## config.mk

```make
export PLATFORM = sky130hd
export DESIGN_NAME = mem_port_arbiter
export DESIGN_NICKNAME = d
export VERILOG_FILES = /design/src/rtl/mem_port_arbiter.sv
export SDC_FILE = /design/constraint.sdc
export NUM_CORES = 1
export LEC_CHECK = 0
export BUFFER_PORTS_ARGS = -buffer_cell sky130_fd_sc_hd__buf_2
export CAP_MARGIN = 20
export CORE_AREA = 2 2 109 111
export DETAILED_ROUTE_END_ITERATION = 8
export DIE_AREA = 0 0 111 113
export MAX_ROUTING_LAYER = met4
export PLACE_DENSITY = 0.78
export REMOVE_ABC_BUFFERS = 1
export SETUP_SLACK_MARGIN = 0.3
export SYNTH_ARGS = -nofsm -noshare
export SYNTH_HDL_FRONTEND = slang
export SYNTH_SLANG_ARGS = --single-unit
```

## constraint.sdc

```tcl
create_clock -name i_clk -period 2.6 [get_ports i_clk]
set_input_delay 0.39 -clock i_clk [delete_from_list [all_inputs] [get_ports i_clk]]
set_output_delay 0.39 -clock i_clk [all_outputs]
set_load 0.02 [all_outputs]
```

## src/rtl/mem_port_arbiter.sv

```systemverilog
// N-channel memory port arbiter. It merges per-channel request/ack ports onto one external
// memory port with one transaction outstanding, using fixed-priority or round-robin arbitration.
module mem_port_arbiter #(
  parameter int NUM_CH      = 2,
  parameter int XLEN        = 32,
  parameter int ARB_MODE    = 0,
  parameter int TIMEOUT_CYC = 0
) (
  input  logic                   i_clk,
  input  logic                   i_rst_n,
  input  logic [NUM_CH-1:0]      i_req,
  input  logic [NUM_CH*XLEN-1:0] i_addr,
  input  logic [NUM_CH*XLEN-1:0] i_wdata,
  input  logic [NUM_CH*3-1:0]    i_funct3,
  input  logic [NUM_CH-1:0]      i_we,
  output logic [NUM_CH-1:0]      o_ack,
  output logic [NUM_CH-1:0]      o_err,
  output logic [XLEN-1:0]        o_rdata,
  output logic [NUM_CH-1:0]      o_grant,
  output logic                   o_busy,
  output logic                   o_mem_req,
  output logic [XLEN-1:0]        o_mem_addr,
  output logic [XLEN-1:0]        o_mem_data,
  output logic [2:0]             o_mem_funct3,
  output logic                   o_mem_we,
  input  logic                   i_mem_ack,
  input  logic [XLEN-1:0]        i_mem_data
);

  localparam int CW      = (NUM_CH > 1) ? $clog2(NUM_CH) : 1;
  localparam int CNTW    = (TIMEOUT_CYC > 0) ? $clog2(TIMEOUT_CYC + 1) : 1;
  localparam int TO_LAST = (TIMEOUT_CYC > 0) ? TIMEOUT_CYC - 1 : 0;
  localparam logic [CNTW-1:0] TO_LAST_C = TO_LAST[CNTW-1:0];

  typedef enum logic [1:0] {S_IDLE, S_BUSY, S_DONE} state_e;

  logic [NUM_CH-1:0][XLEN-1:0] ch_addr, ch_wdata;
  logic [NUM_CH-1:0][2:0]      ch_f3;

  assign ch_addr  = i_addr;
  assign ch_wdata = i_wdata;
  assign ch_f3    = i_funct3;

  state_e              state_q, state_d;
  logic [CW-1:0]       ptr_q, ptr_d;
  logic [CNTW-1:0]     cnt_q, cnt_d;
  logic [NUM_CH-1:0]   ack_q, ack_d, err_q, err_d, grant_q, grant_d;
  logic [XLEN-1:0]     rdata_q, rdata_d, mem_addr_q, mem_addr_d, mem_data_q, mem_data_d;
  logic [2:0]          mem_f3_q, mem_f3_d;
  logic                busy_q, busy_d, mem_req_q, mem_req_d, mem_we_q, mem_we_d;

  // Winner search: round-robin starts one past the last owner, fixed starts at channel 0.
  logic [CW-1:0] win, idx;
  logic          found;
  always_comb begin
    win   = '0;
    idx   = '0;
    found = 1'b0;
    for (int i = 0; i < NUM_CH; i++) begin
      if (ARB_MODE == 1) idx = CW'((int'(ptr_q) + 1 + i) % NUM_CH);
      else               idx = CW'(i);
      if (!found && i_req[idx]) begin
        found = 1'b1;
        win   = idx;
      end
    end
  end

  always_comb begin
    state_d    = state_q;
    ptr_d      = ptr_q;
    cnt_d      = cnt_q;
    ack_d      = ack_q;
    err_d      = err_q;
    grant_d    = grant_q;
    rdata_d    = rdata_q;
    busy_d     = busy_q;
    mem_req_d  = mem_req_q;
    mem_addr_d = mem_addr_q;
    mem_data_d = mem_data_q;
    mem_f3_d   = mem_f3_q;
    mem_we_d   = mem_we_q;
    case (state_q)
      S_IDLE: if (found) begin
        state_d    = S_BUSY;
        ptr_d      = win;
        cnt_d      = '0;
        grant_d    = NUM_CH'(1) << win;
        busy_d     = 1'b1;
        mem_req_d  = 1'b1;
        mem_addr_d = ch_addr[win];
        mem_data_d = ch_wdata[win];
        mem_f3_d   = ch_f3[win];
        mem_we_d   = i_we[win];
      end
      S_BUSY: begin
        if (cnt_q != '1) cnt_d = cnt_q + 1'b1;
        if (i_mem_ack) begin
          state_d   = S_DONE;
          ack_d     = grant_q;
          rdata_d   = mem_we_q ? '0 : i_mem_data;
          mem_req_d = 1'b0;
        end else if (TIMEOUT_CYC != 0 && cnt_q == TO_LAST_C) begin
          state_d   = S_DONE;
          ack_d     = grant_q;
          err_d     = grant_q;
          rdata_d   = '0;
          mem_req_d = 1'b0;
        end
      end
      S_DONE: begin
        // No arbitration here so the served channel has a cycle to drop its request.
        state_d = S_IDLE;
        ack_d   = '0;
        err_d   = '0;
        grant_d = '0;
        cnt_d   = '0;
        busy_d  = 1'b0;
      end
      default: state_d = S_IDLE;
    endcase
  end

  always_ff @(posedge i_clk or negedge i_rst_n) begin
    if (!i_rst_n) begin
      state_q    <= S_IDLE;
      ptr_q      <= CW'(NUM_CH - 1);
      cnt_q      <= '0;
      ack_q      <= '0;
      err_q      <= '0;
      grant_q    <= '0;
      rdata_q    <= '0;
      busy_q     <= 1'b0;
      mem_req_q  <= 1'b0;
      mem_addr_q <= '0;
      mem_data_q <= '0;
      mem_f3_q   <= '0;
      mem_we_q   <= 1'b0;
    end else begin
      state_q    <= state_d;
      ptr_q      <= ptr_d;
      cnt_q      <= cnt_d;
      ack_q      <= ack_d;
      err_q      <= err_d;
      grant_q    <= grant_d;
      rdata_q    <= rdata_d;
      busy_q     <= busy_d;
      mem_req_q  <= mem_req_d;
      mem_addr_q <= mem_addr_d;
      mem_data_q <= mem_data_d;
      mem_f3_q   <= mem_f3_d;
      mem_we_q   <= mem_we_d;
    end
  end

  assign o_ack        = ack_q;
  assign o_err        = err_q;
  assign o_rdata      = rdata_q;
  assign o_grant      = grant_q;
  assign o_busy       = busy_q;
  assign o_mem_req    = mem_req_q;
  assign o_mem_addr   = mem_addr_q;
  assign o_mem_data   = mem_data_q;
  assign o_mem_funct3 = mem_f3_q;
  assign o_mem_we     = mem_we_q;

endmodule

```

==> qor.txt <==
Slew Limit Fails: 0
HPWL after DPL: 9595 um
Setup crit start kind: flop
grt total ovfl: 0
post-CTS sizing: 0
first-pass GRT wire length: 20330 um
largest stage delay on the critical path: 530 ps
die width: 111 um
total power: 7.828 mW
ratio of final minimum period to clock period: 67.79%
Root Driver: clkbuf_16
Worst Max-Slew Pin Slew: 670.0 ps
TritonRoute pass-1 iters: 7
Fmax: 567.4 MHz
Power Density: 1230 nW/um2
design area: 6362 um2
YS warnings: 0
GP Congestion: 0.8541
NumNets Final: 841
H-tree levels: 3
vias in the first global route: 4140
share of layout cells above drive strength 1: 44.91%
fin crit period: 1763 ps
Mapped Area: 4656 um2
die area: 12540 um2
# clock sinks: 108
Yosys cell types: 20
Util after Layout: 56.44%
area post-placement: 6126 um2
final WL: 12960 um
Hold Fails Final Rpt: 0
Mapped Cells: 404
static leakage: 3.754 nW
setup violators final: 0
via count: 4149
Worst Skew: 5.368 ps
area of the core: 11270 um2
row count: 39
DR vias/cell: 5.110
initial antenna violation count: 1
Post-DRT Antenna Nets: 0
hold crit path type: in -> async
Worst Path Arrival: 2040 ps
post-CTS setup buffer count: 0
Num CTS Buffers: 9
DRC: 0
status: finished, final reports clean
Wirelength per Cell: 15.96 um
# IOs: 281
Layout Cells excl Fill: 812
FILL cells: 989
Max-Cap Viols: 0
Initial Util: 41.30%
register area: 2703 um2
Critical Path End Type: flop
PortBufs: 278
critical path class: reg -> reg
deepest clock path buffer count: 2
initial detailed-routing violation count: 198
Slowest-stage cell, CP: dfrtp_1
clk slew on worst S/H paths: 70 ps
Fin Setup TNS: 0 ps
worst vdd ir: 0.5916 mV
Rel. slew slack: 55.34%
Cells after DPL: 800
Yosys reg bits: 108
CTS tree: built
sequential area share after synthesis: 58.05%
hold_buf cts: 0
worst path cell trace: nor4b_4 -> buf_4 -> a22o_1 -> a21o_1
GRT Util Overall: 21.02%
pin count of the biggest net entering global routing: 67
Syn-to-layout area delta: 36.66%
area of the multi-input gates: 1755 um2
die height: 113 um
critical path peak fanout: 43
Synth Area per Inst: 11.52 um2
worst endpoint required time: 2880 ps
unrepaired setup endpoints after global routing: false
FF-to-FF setup slack: 840 ps
later-pin clock latency in the skew report: 340 ps
power by group:
part           internal [mW]  switching (mW)
clock                  0.622           0.558
sequential              2.49           0.453
combinational           1.45            2.26
total                   4.56            3.27
flip-flops by register name, indices dropped and copies added, names as in the netlist, 2 cells and up:
register / flops
o_mem_addr: 32
o_mem_data: 32
o_rdata: 32
o_mem_funct3: 3
o_ack: 2
o_grant: 2
state_q: 2
routing by layer:
layer | vias up | part of all wire (%) | GRT usage, %
met3 | 28 | 6.6 | 3.964
met5 | - | 0 | -
met4 | 0 | 2.9 | 10.00
met2 | 197 | 50 | 35.30
li1 | 1968 | - | -
met1 | 1956 | 41 | 24.58
synth_stat cells (all sizes together):
cell type / number / area (um2)
dfrtp: 108 / 2703
a22o: 70 / 613.1
a21o: 68 / 510.5
nand2: 40 / 150.1
o21ai: 36 / 180.2
nand2b: 32 / 200.2
buf: 27 / 162.7
clkbuf: 8 / 30.03
inv: 4 / 15.01
a21oi: 3 / 15.01
a22oi: 1 / 7.510
conb: 1 / 3.750
nand3b: 1 / 7.510
nor3b: 1 / 12.51
nor4b: 1 / 23.77
o211ai: 1 / 7.510
o31ai: 1 / 7.510
or2: 1 / 6.260
stage by stage:
stage,setup slack [ps],hold slack [ps]
2_1_floorplan,-725.2,94.41
3_3_place_gp,954.9,452.3
3_5_place_dp,866.0,459.7
4_1_cts,845.5,82.57
5_1_grt,716.3,112.9
6_report,837.5,63.90
critical path, delay by kind of cell (launching register included):
kind            cells  cell delay [ps]
compound gates      2              320
simple gates        1              360
buf+inv             1              460
flops               1              530
cell type report:
type / instances / share of cell area [%]
Antenna cell: 1 / 0.03933
Inverter: 4 / 0.2360
Multi-Input combinational cell: 258 / 27.59
Sequential cell: 108 / 42.48
Clock buffer: 10 / 3.599
Clock inverter: 1 / 0.07866
Timing Repair Buffer: 287 / 23.17
Tap cell: 143 / 2.812
final timing paths:
check,startpoint,to,cells past startpoint
max,state_q[1],o_mem_addr[19],4
min in group i_clk,i_mem_ack,state_q[0],2
max reg2reg,state_q[1],o_mem_addr[19],4
min reg2reg,o_mem_data[19],o_mem_data[19],1
min,i_rst_n,o_rdata[18],1
max in group asynchronous,i_rst_n,o_mem_addr[22],2
cells by family (layout without fill, tap and decap cells):
family / count (synthesis) / in the layout / synth area share (%)
AOI/OAI and AO/OA: 180 / 180 / 28.81
and+or+nand+nor: 76 / 76 / 8.600
other: 1 / 3 / 0.08055
buffers and inverters: 39 / 302 / 4.461
DFF: 108 / 108 / 58.05
layout by cell type (no fill, tap or decap):
master     count
diode_2        1
buf_4          9
buf_12         1
dfrtp_1      108
a22oi_1        1
o31ai_1        1
conb_1         2
clkinv_2       1
o21ai_0       36
or2_2          1
o211ai_1       1
nand3b_1       1
a22o_1        70
buf_2        277
nor3b_4        1
clkbuf_1       1
nand2b_1      32
inv_1          4
clkbuf_16      9
a21o_1        68
nor4b_4        1
a21oi_1        3
nand2_1       40
Note: power is estimated with default switching activity, not from simulation.
